**config.mk**
```make
export PLATFORM = sky130hd
export DESIGN_NAME = lsu_mem_ctrl_flat
export DESIGN_NICKNAME = d
export VERILOG_FILES = /design/src/rtl/lsu_mem_ctrl_if.sv /design/src/rtl/lsu_mem_ctrl.sv /design/src/flat_wrapper.sv
export SDC_FILE = /design/constraint.sdc
export NUM_CORES = 1
export LEC_CHECK = 0
export BUFFER_PORTS_ARGS = -buffer_cell sky130_fd_sc_hd__buf_2
export CORE_ASPECT_RATIO = 1.2
export CORE_UTILIZATION = 55
export DETAILED_ROUTE_END_ITERATION = 6
export PLACE_DENSITY = 0.85
export SLEW_MARGIN = 20
export SYNTH_ARGS = -nofsm -noshare
export SYNTH_HDL_FRONTEND = slang
export SYNTH_SLANG_ARGS = --single-unit
export TNS_END_PERCENT = 10
```
**constraint.sdc**
```tcl
create_clock -name clk -period 3.9 [get_ports clk]
set_input_delay 0.39 -clock clk [delete_from_list [all_inputs] [get_ports clk]]
set_output_delay 0.39 -clock clk [all_outputs]
set_load 0.005 [all_outputs]
```
**src/rtl/lsu_mem_ctrl_if.sv**
```systemverilog
// Request/response and data-memory bus between the MEM stage, lsu_mem_ctrl and the data memory.
interface lsu_mem_ctrl_if;
    logic        req_valid;
    logic        req_ready;
    logic        req_write;
    logic [2:0]  req_funct3;
    logic [7:0]  req_addr;
    logic [31:0] req_wdata;
    logic [31:0] rdata;
    logic        rdata_valid;
    logic        err;
    logic        mem_read;
    logic        mem_write;
    logic [5:0]  mem_addr;
    logic [31:0] mem_wdata;
    logic [31:0] mem_rdata;

    modport slave (
        input  req_valid, req_write, req_funct3, req_addr, req_wdata, mem_rdata,
        output req_ready, rdata, rdata_valid, err,
        output mem_read, mem_write, mem_addr, mem_wdata
    );

    modport master (
        output req_valid, req_write, req_funct3, req_addr, req_wdata, mem_rdata,
        input  req_ready, rdata, rdata_valid, err,
        input  mem_read, mem_write, mem_addr, mem_wdata
    );
endinterface

```
**src/rtl/lsu_mem_ctrl.sv**
```systemverilog
// RV32I load/store controller for a 64 x 32-bit word memory; sub-word stores use a
// two-cycle read-modify-write, misaligned or invalid accesses raise a one-cycle err.
module lsu_mem_ctrl (
    input  logic            clk,
    input  logic            rst_n,
    lsu_mem_ctrl_if.slave   bus
);
    localparam int unsigned DATA_W  = 32;
    localparam int unsigned WADDR_W = 6;

    typedef enum logic [0:0] {IDLE, RMW_WR} state_t;

    state_t               state_q, state_d;
    logic [DATA_W-1:0]    rdata_q, rdata_d;
    logic                 rdata_valid_q, rdata_valid_d;
    logic                 err_q, err_d;
    logic [DATA_W-1:0]    rmw_word_q, rmw_word_d;
    logic [WADDR_W-1:0]   rmw_addr_q, rmw_addr_d;

    logic                 req_ready_c, mem_read_c, mem_write_c;
    logic [WADDR_W-1:0]   mem_addr_c;
    logic [DATA_W-1:0]    mem_wdata_c;
    logic                 ld_en, rmw_en, bad;
    logic [4:0]           shift;
    logic [DATA_W-1:0]    mask, ins;
    logic [7:0]           ld_byte;
    logic [15:0]          ld_half;

    // Access decode: legality check and store lane mask, independent of memory data.
    always_comb begin
        bad   = 1'b1;
        shift = 5'd0;
        mask  = '0;
        case (bus.req_funct3)
            3'd0:    bad = 1'b0;
            3'd1:    bad = bus.req_addr[0];
            3'd2:    bad = (bus.req_addr[1:0] != 2'b00);
            3'd4:    bad = bus.req_write;
            3'd5:    bad = bus.req_write | bus.req_addr[0];
            default: bad = 1'b1;
        endcase
        if (bus.req_funct3[1:0] == 2'd1) begin
            shift = {bus.req_addr[1], 4'b0000};
            mask  = DATA_W'(32'h0000_FFFF) << shift;
        end else begin
            shift = {bus.req_addr[1:0], 3'b000};
            mask  = DATA_W'(32'h0000_00FF) << shift;
        end
        ins = (bus.req_wdata << shift) & mask;
    end

    // Control FSM; kept free of mem_rdata so the read enable never loops through memory.
    always_comb begin
        state_d       = state_q;
        req_ready_c   = 1'b0;
        mem_read_c    = 1'b0;
        mem_write_c   = 1'b0;
        mem_addr_c    = bus.req_addr[7:2];
        mem_wdata_c   = '0;
        ld_en         = 1'b0;
        rmw_en        = 1'b0;
        err_d         = 1'b0;
        rdata_valid_d = 1'b0;
        case (state_q)
            IDLE: begin
                req_ready_c = 1'b1;
                if (bus.req_valid) begin
                    if (bad) begin
                        err_d = 1'b1;
                    end else if (!bus.req_write) begin
                        mem_read_c    = 1'b1;
                        ld_en         = 1'b1;
                        rdata_valid_d = 1'b1;
                    end else if (bus.req_funct3 == 3'd2) begin
                        mem_write_c = 1'b1;
                        mem_wdata_c = bus.req_wdata;
                    end else begin
                        mem_read_c = 1'b1;
                        rmw_en     = 1'b1;
                        state_d    = RMW_WR;
                    end
                end
            end
            RMW_WR: begin
                mem_write_c = 1'b1;
                mem_addr_c  = rmw_addr_q;
                mem_wdata_c = rmw_word_q;
                state_d     = IDLE;
            end
            default: state_d = IDLE;
        endcase
    end

    // Load extraction and sub-word merge from the combinational memory read.
    always_comb begin
        rdata_d    = rdata_q;
        rmw_word_d = rmw_word_q;
        rmw_addr_d = rmw_addr_q;
        ld_byte    = 8'(bus.mem_rdata >> {bus.req_addr[1:0], 3'b000});
        ld_half    = bus.req_addr[1] ? bus.mem_rdata[31:16] : bus.mem_rdata[15:0];
        if (ld_en) begin
            case (bus.req_funct3)
                3'd0:    rdata_d = {{24{ld_byte[7]}}, ld_byte};
                3'd1:    rdata_d = {{16{ld_half[15]}}, ld_half};
                3'd2:    rdata_d = bus.mem_rdata;
                3'd4:    rdata_d = {24'd0, ld_byte};
                default: rdata_d = {16'd0, ld_half};
            endcase
        end
        if (rmw_en) begin
            rmw_word_d = (bus.mem_rdata & ~mask) | ins;
            rmw_addr_d = bus.req_addr[7:2];
        end
    end

    always_ff @(posedge clk or negedge rst_n) begin
        if (!rst_n) begin
            state_q       <= IDLE;
            rdata_q       <= '0;
            rdata_valid_q <= 1'b0;
            err_q         <= 1'b0;
            rmw_word_q    <= '0;
            rmw_addr_q    <= '0;
        end else begin
            state_q       <= state_d;
            rdata_q       <= rdata_d;
            rdata_valid_q <= rdata_valid_d;
            err_q         <= err_d;
            rmw_word_q    <= rmw_word_d;
            rmw_addr_q    <= rmw_addr_d;
        end
    end

    // Reset gates the handshake and memory strobes immediately, aborting an in-flight write.
    assign bus.req_ready   = rst_n & req_ready_c;
    assign bus.mem_read    = rst_n & mem_read_c;
    assign bus.mem_write   = rst_n & mem_write_c;
    assign bus.mem_addr    = mem_addr_c;
    assign bus.mem_wdata   = mem_wdata_c;
    assign bus.rdata       = rdata_q;
    assign bus.rdata_valid = rdata_valid_q;
    assign bus.err         = err_q;
endmodule
```
**src/flat_wrapper.sv**
```systemverilog
// flat-port wrapper written by rule: the top's interface ports become plain ports
module lsu_mem_ctrl_flat 
  (clk, rst_n, bus_req_valid, bus_req_write, bus_req_funct3, bus_req_addr, bus_req_wdata, bus_mem_rdata, bus_req_ready, bus_rdata, bus_rdata_valid, bus_err, bus_mem_read, bus_mem_write, bus_mem_addr, bus_mem_wdata);
  lsu_mem_ctrl_if bus_i ();
  input  logic clk;
  input  logic rst_n;
  input wire logic [$bits(bus_i.req_valid)-1:0] bus_req_valid;
  input wire logic [$bits(bus_i.req_write)-1:0] bus_req_write;
  input wire logic [$bits(bus_i.req_funct3)-1:0] bus_req_funct3;
  input wire logic [$bits(bus_i.req_addr)-1:0] bus_req_addr;
  input wire logic [$bits(bus_i.req_wdata)-1:0] bus_req_wdata;
  input wire logic [$bits(bus_i.mem_rdata)-1:0] bus_mem_rdata;
  output wire logic [$bits(bus_i.req_ready)-1:0] bus_req_ready;
  output wire logic [$bits(bus_i.rdata)-1:0] bus_rdata;
  output wire logic [$bits(bus_i.rdata_valid)-1:0] bus_rdata_valid;
  output wire logic [$bits(bus_i.err)-1:0] bus_err;
  output wire logic [$bits(bus_i.mem_read)-1:0] bus_mem_read;
  output wire logic [$bits(bus_i.mem_write)-1:0] bus_mem_write;
  output wire logic [$bits(bus_i.mem_addr)-1:0] bus_mem_addr;
  output wire logic [$bits(bus_i.mem_wdata)-1:0] bus_mem_wdata;
  assign bus_i.req_valid = bus_req_valid;
  assign bus_i.req_write = bus_req_write;
  assign bus_i.req_funct3 = bus_req_funct3;
  assign bus_i.req_addr = bus_req_addr;
  assign bus_i.req_wdata = bus_req_wdata;
  assign bus_i.mem_rdata = bus_mem_rdata;
  assign bus_req_ready = bus_i.req_ready;
  assign bus_rdata = bus_i.rdata;
  assign bus_rdata_valid = bus_i.rdata_valid;
  assign bus_err = bus_i.err;
  assign bus_mem_read = bus_i.mem_read;
  assign bus_mem_write = bus_i.mem_write;
  assign bus_mem_addr = bus_i.mem_addr;
  assign bus_mem_wdata = bus_i.mem_wdata;
  lsu_mem_ctrl u_core (.clk(clk), .rst_n(rst_n), .bus(bus_i));
endmodule
```
# Yosys cells after proc, flatten, opt, wreduce, memory -nomap -nowiden

Cells that the tools add are included.

Register bits: 73
Bits of input ports: 79
Output and inout port bits: 75
Word-level logic and storage cells: 60

Equal/unequal tests: 5
Shift-type cells: 4
Reductions and logical operators: 2
Mux-type cells: 34
Bitwise operators: 9

Operators by type and width:

| cell                                                                 | number |
|---|---|
| 32-bit two-way mux                                                   | 5 |
| 32-bit case mux with 4 select lines                                  | 1 |
| 32-bit AND                                                           | 2 |
| 32-bit case mux with 2 select lines                                  | 1 |
| 32-bit inverter                                                      | 1 |
| 32-bit bitwise OR                                                    | 1 |
| 16-bit by 5-bit << shifter with 32-bit output (first input constant) | 1 |
| 32-bit by 5-bit << shifter with 32-bit output                        | 1 |
| 8-bit by 5-bit << shifter with 32-bit output (first input constant)  | 1 |
| 32-bit by 5-bit right shift with 8-bit output                        | 1 |
| 1-bit two-way mux                                                    | 21 |
| 16-bit two-way mux                                                   | 1 |
| 3-bit == test (second input constant)                                | 2 |
| 6-bit two-way mux                                                    | 1 |
| 1-bit case mux with 5 select lines                                   | 1 |
| 4-bit two-way mux                                                    | 1 |
| 1-bit case mux with 2 select lines                                   | 2 |
| 1-bit AND                                                            | 3 |
| 3-bit by 1-bit == test with 1-bit output (second input constant)     | 1 |
| 3-bit by 2-bit == test with 1-bit output (second input constant)     | 1 |
| 3-bit zero test                                                      | 1 |
| 2-bit by 1-bit == test with 1-bit output (second input constant)     | 1 |
| 2-bit nonzero test                                                   | 1 |
| 1-bit inverter                                                       | 1 |
| 1-bit bitwise OR                                                     | 1 |

# Depth between registers and ports, before layout

Gate-level depths: netlist (run 1).

Depth in word-level cells: 7
Gate-level depth with buffers: 7
Mapped depth without buffers: 5

# Worst setup path before layout (run 1)

OpenSTA, ideal clock, no wires.

Kind: input -> output
From: input bus_req_funct3[2]
To: output bus_mem_wdata[10]
Slack: 1.966 ns
Buffers on the path: 2
Required time: 3.510 ns
Cell stages on the path: 6
Arrival: 1.544 ns
Cells stage by stage: buf_2 -> nor3b_4 -> nand2_1 -> nor4_4 -> buf_2 -> a22o_1

Longest elaborated chain between the ends: 6
Elaborated cells between the ends (all ways): 11
Those cells by class: eq/ne: 4; mux: 6; reduce/logical: 1

RTL lines:

| element                                  | line                                   | source |
|---|---|---|
| start: declaration                       | flat_wrapper.sv:9                      | `input wire logic [$bits(bus_i.req_funct3)-1:0] bus_req_funct3;` |
| 3-bit by 2-bit == test with 1-bit output | lsu_mem_ctrl.sv:34, lsu_mem_ctrl.sv:74 |  |
| 32-bit two-way mux                       | lsu_mem_ctrl.sv:74                     | `end else if (bus.req_funct3 == 3'd2) begin` |
| 32-bit two-way mux                       | lsu_mem_ctrl.sv:70                     | `end else if (!bus.req_write) begin` |
| 32-bit two-way mux *                     | lsu_mem_ctrl.sv:68                     | `if (bad) begin` |
| 32-bit two-way mux *                     | lsu_mem_ctrl.sv:67                     | `if (bus.req_valid) begin` |
| 32-bit case mux with 2 select lines *    | lsu_mem_ctrl.sv:64                     | `case (state_q)` |
| end: declaration                         | flat_wrapper.sv:20                     | `output wire logic [$bits(bus_i.mem_wdata)-1:0] bus_mem_wdata;` |

Every way passes the cells marked *; elsewhere a longest branch is shown, timed or not.

# Worst setup path in the final report (run 1)

From: input bus_req_funct3[1]
To: output bus_mem_wdata[18]

Same word-level chain as after synthesis.

==> results of run 1 <==
flip-flops by register name (all words and copies together) (netlist names):
signal and cells:
u_core.bus.rdata_valid 1, u_core.bus.rdata 32, u_core.bus.err 1, u_core.rmw_word_q 32
u_core.rmw_addr_q 6, u_core.state_q 1
path summary, 6_finish.rpt:
path                                              to                 start  cells past startpoint
worst max-delay path               bus_mem_wdata[18]     bus_req_funct3[1]                      8
worst min-delay path            u_core.rmw_addr_q[5]       bus_req_addr[7]                      2
worst max register to register  u_core.bus.rdata[11]        u_core.state_q                      6
worst min register to register  u_core.bus.rdata[29]  u_core.bus.rdata[29]                      2
max in group asynchronous       u_core.bus.rdata[24]                 rst_n                      3
min in group asynchronous       u_core.rmw_addr_q[3]                 rst_n                      2
logic make-up (layout without fill, tap and decap cells):
kind of cell    after synthesis  in the layout  synth area share, %
compound gates              177            177                 28.1
simple gates                114            114                 14.0
buf+inv                      44            184                 5.17
mux                          45             45                 11.2
flops                        73             73                 41.5
cell type report:
type | count | area (um2)
Multi-Input combinational cell | 336 | 2350
Fill cell | 608 | 2340
Inverter | 6 | 22.5
Tap cell | 92 | 115
Sequential cell | 73 | 1830
Clock buffer | 10 | 128
Timing Repair Buffer | 162 | 858
Clock inverter | 6 | 68.8
synthesized netlist by cell type, drive strengths merged (14+ instances only):
cell type / number
clkbuf: 21
nand2b: 17
o2bb2ai: 14
mux2: 20
o21ai: 61
a211oi: 17
buf: 17
dfrtp: 73
mux2i: 25
nand2: 52
nor2: 21
a22o: 32
a21oi: 20
power breakdown:
part           switching, W  leakage, nW  total (W)  internal [W]
clock network      0.000309       0.0964   0.000607      0.000298
logic              0.000281         1.57   0.000514      0.000233
registers          0.000101        0.906    0.00102      0.000920
cells in the final DEF, fill, tap and decap left out, types with 2 or more instances in the layout:
| cell | n |
|---|---|
| nor4_4 | 2 |
| a211oi_1 | 16 |
| nand2b_1 | 16 |
| a31oi_1 | 8 |
| nand2_1 | 52 |
| dfrtp_1 | 73 |
| nand3_1 | 7 |
| inv_1 | 4 |
| nor2_1 | 20 |
| buf_2 | 152 |
| clkinv_1 | 2 |
| a21oi_2 | 2 |
| nor3b_4 | 2 |
| buf_4 | 8 |
| mux2_4 | 5 |
| mux2_2 | 15 |
| a22o_1 | 32 |
| a22oi_1 | 7 |
| mux2i_1 | 25 |
| o2bb2ai_1 | 14 |
| o221ai_1 | 7 |
| nor3_1 | 3 |
| o22ai_1 | 2 |
| clkbuf_8 | 9 |
| o21ai_1 | 3 |
| o21ai_0 | 57 |
| clkinv_4 | 3 |
| a21oi_1 | 18 |
| nor2b_1 | 4 |
| o21a_1 | 2 |
metal layers:
layer,GRT usage [%],vias up
met5,0,-
met4,11.2,0
met3,5.35,19
met2,52.8,219
met1,42.9,2033
li1,-,1957
metrics by stage:
step	util (%)	area [um2]
3_5_place_dp	67.0	5160
6_report	69.6	5370
2_1_floorplan	-	4400
5_1_grt	69.6	5370
4_1_cts	69.6	5370
3_3_place_gp	66.6	5130
timing repair:
| action | in CTS | in global routing |
|---|---|---|
| hold buffers | 1 | 0 |
| setup buffers | 0 | 0 |
| endpoints found under the hold margin | 18 | 0 |
==> flow_summary.json, run 1 <==
{
  "outcome": "completed",
  "cts_max_path_buffers": 2,
  "power_w": 0.00214,
  "syn2layout_area_growth_pct": 21.9,
  "crit_family": "buffers and inverters",
  "clkSinkCount": 73,
  "ir_worst_vdd_uv": 286,
  "top_layer": "met4",
  "firstDrtPassIters": 7,
  "worst_ep_required_time_ns": 3.51,
  "synth.area.top_cells": "dfrtp_1 41%, o21ai_0 6.6%, a22o_1 6.4%, mux2i_1 5.7%, nand2_1 4.4%",
  "via_per_inst": 6.17,
  "maxSlewHeadroom_pct": 32.5,
  "gr-total-overflow": 0,
  "fin_nets": 667,
  "worst-r2r-setup-slack_ns": 1.60,
  "num_antenna_cells": 0,
  "fin_cells": 685,
  "dp_slack_ns": 1.22,
  "fp.dieH_um": 100,
  "synthArstFlopShare_pct": 100,
  "hold_path.class": "primary input to flip-flop",
  "drc_errors": 0,
  "coreArea_um2": 7710,
  "grt_max_degree": 56,
  "wl_met2_um": 6380,
  "die_w_um": 83.7,
  "antenna_left": 0,
  "wl_per_cell_um": 19.3,
  "post-route-min-period_ns": 2.68,
  "synth.distinct_cells": 48,
  "antenna_found_initial": 0,
  "clk_pin_slew_ns": 0.09,
  "yosys_warnings": 0,
  "gp_congestion": 0.893,
  "arrival_ns": 2.29,
  "row_count": 35,
  "synth_flop_cell": "dfrtp_1",
  "cts-resized-gates": 0,
  "synth_nets": 532,
  "yosysTopAreaCell": "dfrtp_1",
  "synth_seq_cells": 73,
  "fin_setup_tns_ns": 0,
  "start_kind": "primary input",
  "end_kind": "primary output",
  "synth_seq_area_share_pct": 41.5,
  "cap_violations": 0,
  "io_buffers": 153,
  "dr_wl_met3_um": 1010,
  "setup_viol": 0,
  "cts_tree": "done",
  "clock-skew-final_ns": 0.0135,
  "clkLatencyLatePin_ns": 0.35,
  "cts-root-buf": "clkbuf_8",
  "numCtsBuffers": 9,
  "syn_inst": 453,
  "ctsHtreeMaxLevel": 3,
  "grt_pass1_wl_um": 20700,
  "p_per_area_nw_per_um2": 399,
  "placedCellCount": 668,
  "tightestPinTransition_ns": 1.01,
  "drt_iter0_markers": 305,
  "rsz0062_at_grt": "false",
  "start_util_pct": 57.1,
  "synth-edff-count": 0,
  "max_freq_ghz": 0.372,
  "synth_area_um2": 4400,
  "drive_gt1_share_pct": 35.6,
  "finalHoldViolCount": 0,
  "path_max_fanout": 32,
  "cp_slowest_cell": "buf_2",
  "setup_ws_ns": 1.22,
  "crit_type": "primary input to primary output",
  "wl_um": 13300,
  "cpPeakStageDelay_ns": 0.36,
  "worstPathCellList": "buf_2 -> nor3b_4 -> buf_4 -> nand2_1 -> nor4_4 -> buf_4 -> a22o_1 -> buf_2",
  "grt_pass1_vias": 3980,
  "synth_top_area_share_pct": 41.5,
  "fin_crit_sh_pct": 68.8,
  "path_buf_inv": 4,
  "wl_met1_um": 5590,
  "slew_violations": 0,
  "dpl.hpwl_um": 9740,
  "vias": 4228,
  "leakage_nw": 2.58,
  "io_pins": 154,
  "die_area_um2": 8370,
  "syn_avg_cell_area_um2": 9.72,
  "whs_ns": 0.272,
  "grt.total_usage_pct": 32.0
}
(Power assumes the default switching activity.)
==> inputs of run 2 (changes only) <==
CORE_UTILIZATION = 46   (was 55)
PLACE_DENSITY = 0.75   (was 0.85)
clock period = 2.4 ns   (was 3.9 ns; I/O delays follow)
==> flow_summary.json, run 2 (synthesized netlist as in run 1, its figures left out) <==
{
  "leakage_nw": 2.62,
  "clkSinkCount": 73,
  "outcome": "completed",
  "tightestPinTransition_ns": 0.715,
  "grt_pass1_wl_um": 21700,
  "die_w_um": 91.3,
  "intPower_w": 0.00246,
  "drt_iter0_markers": 288,
  "antenna_found_initial": 0,
  "drive_gt1_share_pct": 36.3,
  "dpl.hpwl_um": 10100,
  "cap_violations": 0,
  "clk_pin_slew_ns": 0.08,
  "cpPeakStageDelay_ns": 0.41,
  "cts_max_path_buffers": 2,
  "syn2layout_area_growth_pct": 24.2,
  "nFillCells": 802,
  "grt_max_degree": 56,
  "grt_pass1_vias": 4077,
  "rsz0062_at_grt": "false",
  "worst_ep_required_time_ns": 2.16,
  "hold_path.class": "primary input to flip-flop",
  "fin_crit_sh_pct": 89.2,
  "row_count": 38,
  "power_w": 0.00357,
  "coreArea_um2": 9180,
  "setup_viol": 0,
  "antenna_left": 0,
  "crit_type": "flip-flop to primary output",
  "p_seq_share_pct": 46.8,
  "dr_wl_met3_um": 956,
  "cts-resized-gates": 0,
  "sw_frac_of_total_pct": 31.1,
  "fp.dieH_um": 109,
  "p_clk_share_pct": 29.7,
  "vias": 4268,
  "max_freq_ghz": 0.467,
  "cp_slowest_cell": "dfrtp_1",
  "switching_power_w": 0.00111,
  "num_antenna_cells": 0,
  "via_per_inst": 5.93,
  "wl_met1_um": 6000,
  "die_area_um2": 9970,
  "final_common_cell": "buf_2",
  "p_per_area_nw_per_um2": 652,
  "drc_errors": 0,
  "top_layer": "met4",
  "final_cell_mix": "152 x buf_2, 73 x dfrtp_1, 58 x o21ai_0",
  "finalHoldViolCount": 0,
  "grt.total_usage_pct": 28.2,
  "firstDrtPassIters": 5,
  "io_pins": 154,
  "post-route-min-period_ns": 2.14,
  "wl_per_cell_um": 19.2,
  "cts-root-buf": "clkbuf_8",
  "slew_violations": 0,
  "seqCellArea_um2": 1830,
  "cts_tree": "done",
  "gr-total-overflow": 0,
  "clock-skew-final_ns": 0.00482,
  "wl_um": 13800,
  "fin_setup_tns_ns": 0,
  "fin_nets": 675,
  "end_kind": "primary output",
  "start_util_pct": 48.0,
  "gp_congestion": 0.912,
  "numCtsBuffers": 9,
  "combPwrFrac_pct": 23.4,
  "arrival_ns": 1.90,
  "io_buffers": 153,
  "r2r_cells": 4,
  "min_path_cells": 2,
  "wl_met2_um": 6570,
  "start_kind": "flip-flop",
  "maxSlewHeadroom_pct": 52.3,
  "path_max_fanout": 32,
  "multi_input_area_um2": 2350,
  "ctsHtreeMaxLevel": 3,
  "clkLatencyLatePin_ns": 0.35,
  "worstPathCellList": "nand2b_1 -> nor4_4 -> buf_4 -> a22o_1 -> buf_2",
  "ir_worst_vdd_uv": 331
}
## run 2: path summary, 6_finish.rpt
check,start,to,slack [ns]
setup / recovery,u_core.state_q,bus_mem_wdata[14],0.26
hold / removal,bus_req_addr[7],u_core.rmw_addr_q[5],0.13
max in group asynchronous,rst_n,u_core.bus.rdata[26],1.07
hold reg to reg,u_core.bus.rdata[19],u_core.bus.rdata[19],0.49
min in group asynchronous,rst_n,u_core.rmw_addr_q[4],0.32
setup reg to reg,u_core.state_q,u_core.rmw_addr_q[4],0.64
## run 2: area by class of cell
class,count,share of cell area [%]
clock buffer,10,2.33
multi-input combinational,336,43.0
tap,120,2.75
clock inverter,5,1.49
inverter,6,0.412
sequential,73,33.4
timing repair buffer,170,16.7
## run 2: per-stage QoR
stage	area, um2	instances	util (%)	worst slack (ns)	hold WS [ns]
detailed placement	5250	704	57.2	0.267	0.142
floorplan	4400	453	-	0.766	-0.0556
global route	5470	720	59.6	0.132	0.140
finish	5470	720	59.6	0.260	0.133
CTS	5470	720	59.6	0.280	0.132
global placement	5250	704	57.2	0.431	0.133
## run 2: repair_timing
item / CTS / global route
buffers inserted: 0 / 0
endpoints found under the hold margin: 18 / 0
hold buffers: 1 / 0
## run 2: worst max-delay path, delay by kind of cell (launching register included)
family          cells  cell delay (ns)
simple gates        2             0.43
buf+inv             2             0.48
flops               1             0.41
compound gates      1             0.21
## run 2: power by group through the flow
stage	sequential [W]	clock, W	combinational [W]
floorplan	0.00164	0	0.000461
global placement	0.00167	0	0.000800
detailed placement	0.00168	0	0.000830
CTS	0.00166	0.00106	0.000837
global route	0.00169	0.00112	0.000938
finish	0.00167	0.00106	0.000836
## run 2: layer usage
layer  vias up  global-route usage [%]
li1       1973                       -
met1      2062                    38.8
met2       207                    45.6
met3        26                    3.91
met4         0                    10.4
met5         -                       0
